$ cat src/rtl/pump_actuation_seq_pkg.sv
// Shared types and constants for the pump actuation sequencer.
// Pattern bit order is {air_valve1, air_dc, air_valve2}.
package pump_actuation_seq_pkg;

  typedef enum logic [2:0] {
    ST_IDLE     = 3'd0,
    ST_VOPEN    = 3'd1,
    ST_FILL     = 3'd2,
    ST_SEAL_IN  = 3'd3,
    ST_PUSH     = 3'd4,
    ST_SEAL_OUT = 3'd5,
    ST_VCLOSE   = 3'd6
  } state_e;

  localparam logic [2:0] PAT_IDLE     = 3'b101;
  localparam logic [2:0] PAT_FILL     = 3'b001;
  localparam logic [2:0] PAT_SEAL_IN  = 3'b101;
  localparam logic [2:0] PAT_PUSH     = 3'b110;
  localparam logic [2:0] PAT_SEAL_OUT = 3'b111;

  // Reverse pumping mirrors the inlet and outlet valves.
  function automatic logic [2:0] swap_v1v2(input logic [2:0] pat);
    return {pat[0], pat[1], pat[2]};
  endfunction

  // Forward-direction pump pattern held in a given state.
  function automatic logic [2:0] state_pattern(input state_e st);
    logic [2:0] pat;
    case (st)
      ST_FILL:     pat = PAT_FILL;
      ST_SEAL_IN:  pat = PAT_SEAL_IN;
      ST_PUSH:     pat = PAT_PUSH;
      ST_SEAL_OUT: pat = PAT_SEAL_OUT;
      default:     pat = PAT_IDLE;
    endcase
    return pat;
  endfunction

endpackage

$ cat src/rtl/pump_actuation_seq_timer.sv
// Phase timer: loadable down-counter; expire_o is high while the count is zero.
module pump_phase_timer
  import pump_actuation_seq_pkg::*;
#(
  parameter int TIMER_W = 16
) (
  input  logic               clk,
  input  logic               rst_n,
  input  logic               load_i,
  input  logic [TIMER_W-1:0] load_val_i,
  output logic               expire_o
);

  logic [TIMER_W-1:0] count_q;

  // Reload on state entry, otherwise count down and park at zero.
  always_ff @(posedge clk) begin
    if (!rst_n) begin
      count_q <= {TIMER_W{1'b0}};
    end else if (load_i) begin
      count_q <= load_val_i;
    end else if (count_q != {TIMER_W{1'b0}}) begin
      count_q <= count_q - {{(TIMER_W-1){1'b0}}, 1'b1};
    end else begin
      count_q <= count_q;
    end
  end

  assign expire_o = (count_q == {TIMER_W{1'b0}});

endmodule

$ cat src/rtl/pump_actuation_seq.sv
// Pneumatic sequencer for a 3-chamber peristaltic pump plus downstream
// isolation valve. Optional macro PUMP_ACTUATION_SEQ_REVERSE_EN enables the
// reverse pumping direction; without it req_reverse is ignored.
module pump_actuation_seq
  import pump_actuation_seq_pkg::*;
#(
  parameter int PHASE_CYCLES = 4,
  parameter int STROKE_W     = 8,
  parameter int TIMER_W      = 16
) (
  input  logic                clk,
  input  logic                rst_n,
  input  logic                req_valid,
  output logic                req_ready,
  input  logic [STROKE_W-1:0] req_strokes,
  input  logic                req_reverse,
  input  logic                abort,
  output logic                air_valve1,
  output logic                air_dc,
  output logic                air_valve2,
  output logic                air_valve_out,
  output logic                busy,
  output logic                done,
  output logic                aborted,
  output logic [STROKE_W-1:0] strokes_done
);

  localparam logic [TIMER_W-1:0]  PHASE_LOAD = TIMER_W'(PHASE_CYCLES - 1);
  localparam logic [STROKE_W-1:0] STROKE_ONE = STROKE_W'(1);

  state_e              state_q, state_d;
  logic [STROKE_W-1:0] strokes_q, strokes_d;
  logic [STROKE_W-1:0] sdone_q, sdone_d;
  logic                aborted_q, aborted_d;
  logic                done_q, done_d;
  logic                busy_q, busy_d;
  logic                vout_q, vout_d;
  logic [2:0]          pat_q, pat_d;
  logic [2:0]          pat_fwd_s;
  logic                accept_s;
  logic                timer_load_s;
  logic                timer_expire_s;

`ifdef PUMP_ACTUATION_SEQ_REVERSE_EN
  logic                rev_q, rev_d;
`else
  logic                unused_rev_s;
  assign unused_rev_s = req_reverse;
`endif

  assign req_ready = (state_q == ST_IDLE) && rst_n;
  assign accept_s  = req_valid && req_ready;

  pump_phase_timer #(
    .TIMER_W (TIMER_W)
  ) u_timer (
    .clk        (clk),
    .rst_n      (rst_n),
    .load_i     (timer_load_s),
    .load_val_i (PHASE_LOAD),
    .expire_o   (timer_expire_s)
  );

  // Next-state logic: request acceptance, phase stepping, stroke counting, abort.
  always_comb begin
    state_d   = state_q;
    strokes_d = strokes_q;
    sdone_d   = sdone_q;
    aborted_d = aborted_q;
    done_d    = 1'b0;
`ifdef PUMP_ACTUATION_SEQ_REVERSE_EN
    rev_d     = rev_q;
`endif
    case (state_q)
      ST_IDLE: begin
        if (accept_s) begin
          strokes_d = req_strokes;
          sdone_d   = {STROKE_W{1'b0}};
          aborted_d = 1'b0;
`ifdef PUMP_ACTUATION_SEQ_REVERSE_EN
          rev_d     = req_reverse;
`endif
          if (req_strokes == {STROKE_W{1'b0}}) begin
            done_d  = 1'b1;
          end else begin
            state_d = ST_VOPEN;
          end
        end else begin
          state_d = ST_IDLE;
        end
      end
      ST_VOPEN, ST_FILL, ST_SEAL_IN, ST_PUSH: begin
        if (abort) begin
          state_d   = ST_VCLOSE;
          aborted_d = 1'b1;
        end else if (timer_expire_s) begin
          case (state_q)
            ST_VOPEN:   state_d = ST_FILL;
            ST_FILL:    state_d = ST_SEAL_IN;
            ST_SEAL_IN: state_d = ST_PUSH;
            default:    state_d = ST_SEAL_OUT;
          endcase
        end else begin
          state_d = state_q;
        end
      end
      ST_SEAL_OUT: begin
        if (abort) begin
          state_d   = ST_VCLOSE;
          aborted_d = 1'b1;
        end else if (timer_expire_s) begin
          sdone_d = sdone_q + STROKE_ONE;
          if (sdone_q == (strokes_q - STROKE_ONE)) begin
            state_d = ST_VCLOSE;
          end else begin
            state_d = ST_FILL;
          end
        end else begin
          state_d = state_q;
        end
      end
      ST_VCLOSE: begin
        if (timer_expire_s) begin
          state_d = ST_IDLE;
          done_d  = 1'b1;
        end else begin
          state_d = state_q;
        end
      end
      default: begin
        state_d = ST_IDLE;
      end
    endcase
  end

  // Output decode from the next state so every output is a register.
  always_comb begin
    pat_fwd_s    = state_pattern(state_d);
`ifdef PUMP_ACTUATION_SEQ_REVERSE_EN
    if (rev_d) begin
      pat_d = swap_v1v2(pat_fwd_s);
    end else begin
      pat_d = pat_fwd_s;
    end
`else
    pat_d        = pat_fwd_s;
`endif
    case (state_d)
      ST_VOPEN, ST_FILL, ST_SEAL_IN, ST_PUSH, ST_SEAL_OUT: vout_d = 1'b0;
      default:                                             vout_d = 1'b1;
    endcase
    busy_d       = (state_d != ST_IDLE);
    timer_load_s = (state_d != state_q);
  end

  // State and output registers with synchronous active-low reset.
  always_ff @(posedge clk) begin
    if (!rst_n) begin
      state_q   <= ST_IDLE;
      strokes_q <= {STROKE_W{1'b0}};
      sdone_q   <= {STROKE_W{1'b0}};
      aborted_q <= 1'b0;
      done_q    <= 1'b0;
      busy_q    <= 1'b0;
      vout_q    <= 1'b1;
      pat_q     <= PAT_IDLE;
    end else begin
      state_q   <= state_d;
      strokes_q <= strokes_d;
      sdone_q   <= sdone_d;
      aborted_q <= aborted_d;
      done_q    <= done_d;
      busy_q    <= busy_d;
      vout_q    <= vout_d;
      pat_q     <= pat_d;
    end
  end

`ifdef PUMP_ACTUATION_SEQ_REVERSE_EN
  // Latched pump direction.
  always_ff @(posedge clk) begin
    if (!rst_n) begin
      rev_q <= 1'b0;
    end else begin
      rev_q <= rev_d;
    end
  end
`endif

  assign air_valve1    = pat_q[2];
  assign air_dc        = pat_q[1];
  assign air_valve2    = pat_q[0];
  assign air_valve_out = vout_q;
  assign busy          = busy_q;
  assign done          = done_q;
  assign aborted       = aborted_q;
  assign strokes_done  = sdone_q;

endmodule
$ cat config.mk
export PLATFORM = sky130hd
export DESIGN_NAME = pump_actuation_seq
export DESIGN_NICKNAME = d
export VERILOG_FILES = /design/src/rtl/pump_actuation_seq_pkg.sv /design/src/rtl/pump_actuation_seq_timer.sv /design/src/rtl/pump_actuation_seq.sv
export SDC_FILE = /design/constraint.sdc
export NUM_CORES = 1
export LEC_CHECK = 0
export CAP_MARGIN = 20
export CELL_PAD_IN_SITES_DETAIL_PLACEMENT = 2
export CELL_PAD_IN_SITES_GLOBAL_PLACEMENT = 2
export CORE_UTILIZATION = 33
export DETAILED_ROUTE_END_ITERATION = 6
export PLACE_DENSITY_LB_ADDON = 0.1
export SLEW_MARGIN = 20
export SYNTH_ARGS = -nofsm -noshare
export SYNTH_HDL_FRONTEND = slang
export SYNTH_SLANG_ARGS = --single-unit
$ cat constraint.sdc
create_clock -name clk -period 2.9 [get_ports clk]
set_input_delay 0.87 -clock clk [delete_from_list [all_inputs] [get_ports clk]]
set_output_delay 0.87 -clock clk [all_outputs]
set_load 0.01 [all_outputs]
Yosys cells after proc, flatten, opt, wreduce, memory -nomap -nowiden. Index checks and enable logic that the tools add are counted.

Bits in registers: 42. Word-level logic and storage cells: 73.

$add $sub $neg: 3. Eq/ne operators: 17. Mux-type cells: 25. Bitwise gates (word level): 1. Reductions and logical operators: 17.

Operators by type and width (number): $mux W3 (8); $mux W8 (3); $pmux W3 S3 (2); $logic_not A16 Y1 (1); $pmux W8 S2 (1); $reduce_bool A16 Y1 (1); $sub A16 B1 Y16 const B (1); $eq A3 B3 Y1 const B (5); $eq A3 B2 Y1 const B (4); $pmux W3 S4 (1); $reduce_or A5 Y1 (2); $add A8 B1 Y8 const B (1); $eq A8 B8 Y1 (1); $logic_not A8 Y1 (1); $sub A8 B1 Y8 const B (1); $eq A3 B1 Y1 const B (2); $mux W1 (6); $ne A2 B2 Y1 const B (3); $reduce_bool A2 Y1 (3); $mux W2 (2); $pmux W1 S2 (2); $reduce_and A4 Y1 (1); $reduce_or A4 Y1 (1); $logic_not A3 Y1 (1); 8 further kinds (9).

Logic depth before layout (Yosys ltp).
Word-level depth: 9. Gate-level depth with buffers: 9. Depth with buffers taken out: 8.

Modules after synthesis. From an unflattened synthesis, not the netlist that was laid out.

Cells, all modules: 297. Area, all modules: 2386.0 sq um.

By module, submodules not included: pump_actuation_seq (times used 1, cells an instance 181, area each 1446.4 sq um, seq. area each 520.5 sq um); pump_phase_timer (times used 1, cells an instance 116, area each 939.7 sq um, seq. area each 320.3 sq um).

Least setup slack after synthesis. No wires, ideal clock.

Path kind: reg-to-reg. From: register strokes_q[0]. To: register pat_q[0]. Setup time: 0.129 ns. Arrival: 2.128 ns. Data required time: 2.771 ns. Slack: 0.643 ns. Stages on the path, launching flop included: 9. Path buffers: 0. Cells stage by stage: dfxtp_1 -> inv_1 -> ha_1 -> o21ba_2 -> a221oi_1 -> a41oi_1 -> or4_4 -> and3_4 -> nand3b_1.

Word-level cells in the longest chain between the ends: 8. Elaborated cells between the ends (all ways): 10. Classes of those cells: add/sub: 1; eq/ne: 4; mux: 5.

RTL lines: start: declaration (line pump_actuation_seq.sv:32) `logic [STROKE_W-1:0] strokes_q, strokes_d;`; start signal: assignment (line pump_actuation_seq.sv:160) `strokes_q <= {STROKE_W{1'b0}};`; start signal: assignment (line pump_actuation_seq.sv:169) `strokes_q <= strokes_d;`; $sub A8 B1 Y8 * (line pump_actuation_seq.sv:113) `if (sdone_q == (strokes_q - STROKE_ONE)) begin`; $eq A8 B8 Y1 * (line pump_actuation_seq.sv:113); $mux W3 * (line pump_actuation_seq.sv:113); $mux W3 * (line pump_actuation_seq.sv:111) `end else if (timer_expire_s) begin`; $mux W3 * (line pump_actuation_seq.sv:108) `if (abort) begin`; $pmux W3 S4 * (line pump_actuation_seq.sv:74) `case (state_q)`; $eq A3 B3 Y1 or $eq A3 B2 Y1 (tied branches) (line pump_actuation_seq_pkg.sv:29) `case (st)`; $pmux W3 S3 * (line pump_actuation_seq_pkg.sv:29); end signal: assignment (line pump_actuation_seq.sv:175) `pat_q <= pat_d;`; end: declaration (line pump_actuation_seq.sv:38) `logic [2:0] pat_q, pat_d;`.

Mark *: on every way between the ends. The rest lies on a longest branch, timed or not. A chain may end at the register's enable or synchronous reset.

Final worst setup path.
From: input port rst_n. To: output port req_ready.

Word-level cells in the longest chain between the ends: 1.

RTL lines: start: declaration (line pump_actuation_seq.sv:12) `input logic rst_n,`; $logic_and A1 B1 Y1 (line pump_actuation_seq.sv:51) `assign req_ready = (state_q == ST_IDLE) && rst_n;`; end: declaration (line pump_actuation_seq.sv:14) `output logic req_ready,`.

Every way passes these cells.

==> impl_metrics.toml <==
[routing]
drtAntennaViolNets = 0
wl_per_cell_um = 16.1
dr.first_iter.drc_count = 53
drc = 0
viasPerCell = 5.28
first_pass_iters = 4
dr_total_vias = 1960
routed_wirelength_um = 5980

[worst_setup_path]
cp_slowest_cell = "clkdlybuf4s50_1"
crit_chain = "clkdlybuf4s50_1 -> clkinv_1 -> nor2_1 -> dlygate4sd2_1"
cp_data_arrival_time_ns = 1.87
ff2ff_path_depth = 8
critPathLaunchType = "input pin"
critPathMaxStageDelay_ns = 0.51
crit_fanout = 2
required_ns = 2.03
critPathKind = "in2out"
cp-end-kind = "primary output"

[die]
fp-row-count = 29
io_pins = 29
die_area_mm2 = 0.00686
start_util = 0.341
fp.coreArea_mm2 = 0.00631
die_h_um = 82.8
die_w_um = 82.8

[synth]
yosysTopAreaCellShare = 0.390
synth_top_area_cell = "dfxtp_1"
synth_nets = 271
synth_common_cells = "dfxtp_1, nor2_1, nand2_1"
ys.flop_type = "dfxtp_1"
syn_area_per_cell_um2 = 8.45
syn_area_mm2 = 0.00215
synth_cell_types = 48
synth_edf_count = 0
synth_warnings = 0
synthMostInstantiatedCell = "dfxtp_1"
synth-seq-cells = 42
ys_async_sr_fraction = 0
synth_cells = 255
synth_area_leaders = "dfxtp_1, xnor2_1, nor2_1"
yosysSeqAreaShare = 0.390

[sta]
clock_skew_ns = 0.00971
period_share = 0.944
slew_headroom = 0.614
setup_viol = 0
fmax_mhz = 365
hold_viol = 0
rsz0062_at_grt = "no"
worstMarginPinSlew_ns = 0.576
period_minus_slack_ns = 2.74
slew_violations = 0

[pwr]
power_density_mw_per_mm2 = 966
p_sw_frac = 0.405
net-switching-power_mw = 1.06
clkPwrFrac = 0.180
vdd_drop_max_mv = 0.382
combPwrFrac = 0.497
p_leak_nw = 1.07
internal-power_mw = 1.55
seq_power_share = 0.323

[status]
outcome = "complete, no violations"

[placement]
hpwl_um = 4370
port_buffers = 27
gp_congestion = 0.737
place_area_mm2 = 0.00259

[final_layout]
post-route-util = 0.427
antenna_cells = 0
nNetsFinal = 309
area_growth_pct = 25.3
drive_gt1_frac = 0.112
final_area_mm2 = 0.00270

[min_path]
hp-class = "reg2reg"
min_path_cells = 2

[clocking]
cts_buffers = 5
cts_root_buf = "clkbuf_8"
cts_num_sinks = 42
cts_hold_buf = 0
clkLatencyLatePin_ns = 0.30
cts_tree = "yes"
clk_path_buf_depth = 2
htree_levels = 2
path_clk_slew_ns = 0.08

[grt]
grt_pass1_wl_um = 10400
track_usage = 0.184
grt_max_degree = 15
grt_pass1_vias = 2109
grt-ovfl-total = 0
antenna_found_initial = 0

[run]
drv_cap = 0
-- layout by cell type, fill, tap and decap left out, drive strengths merged, types with 10 or more instances in the layout --
cell type,n
nand3,14
xor2,14
nand2,27
nor2,34
clkdlybuf4s50,26
xnor2,15
buf,12
nor3,10
dfxtp,42
-- critical path: cells and delay by family --
family	cells	cell delay, ns
buffers and inverters	3	0.90
and+or+nand+nor	1	0.11
-- final timing paths --
kind                            slack (ns)                  to               start
worst min register to register        0.48  u_timer.count_q[5]  u_timer.count_q[5]
worst max-delay path                  0.16           req_ready               rst_n
worst max register to register        0.40            pat_q[0]        strokes_q[0]
worst min-delay path                  0.48  u_timer.count_q[5]  u_timer.count_q[5]
-- cell families after synthesis --
group	synth area share
flip-flops	0.390
AND/OR/NAND/NOR	0.303
buffers and inverters	0.0314
AO/OA/AOI/OAI	0.116
XOR/XNOR	0.118
adder cells (fa/ha/maj)	0.0226
multiplexers	0.0192
-- sequential cells by signal, indices dropped and copies added (netlist names) --
signal,count
aborted,1
air_valve_out,1
busy,1
done,1
pat_q,3
state_q,3
strokes_done,8
strokes_q,8
u_timer.count_q,16
-- power by group through the flow --
stage               Sequential, mW  Combinational, mW  Clock, mW
floorplan                    0.842              0.904          0
global placement             0.851               1.26          0
detailed placement           0.859               1.29          0
CTS                          0.846               1.32      0.489
global route                 0.864               1.44      0.514
finish                       0.843               1.30      0.468
-- routing by layer --
layer,vias to the layer above,share of wire,GRT usage
li1,970,-,-
met1,951,0.48,0.233
met2,30,0.49,0.323
met3,9,0.023,0.0328
met4,0,0.0089,0.0455
met5,-,0,0
-- area by class of cell --
type	instances	area [um2]
repair buffers	39	372
well taps	77	96.3
fillers	738	3610
inverters	10	37.5
flip-flops and latches	42	841
clock inverters	1	30.0
clock buffers	7	76.3
multi-input cells	195	1250
-- through the flow --
step	TNS, ns	instances	hold WS, ns	total power [mW]	worst slack, ns
floorplan	0	255	0.447	1.75	0.643
global placement	-0.119	363	0.452	2.11	-0.119
detailed placement	-0.122	363	0.465	2.15	-0.122
CTS	0	371	0.482	2.65	0.151
global route	0	371	0.507	2.82	0.0853
finish	0	371	0.480	2.61	0.163
-- repair_timing --
| item | CTS | global route |
|---|---|---|
| setup buffers | 0 | 0 |
| endpoints found under the setup margin | 1 | 0 |
| gates resized for setup | 1 | 0 |
Power figures use the tool's default switching activity.
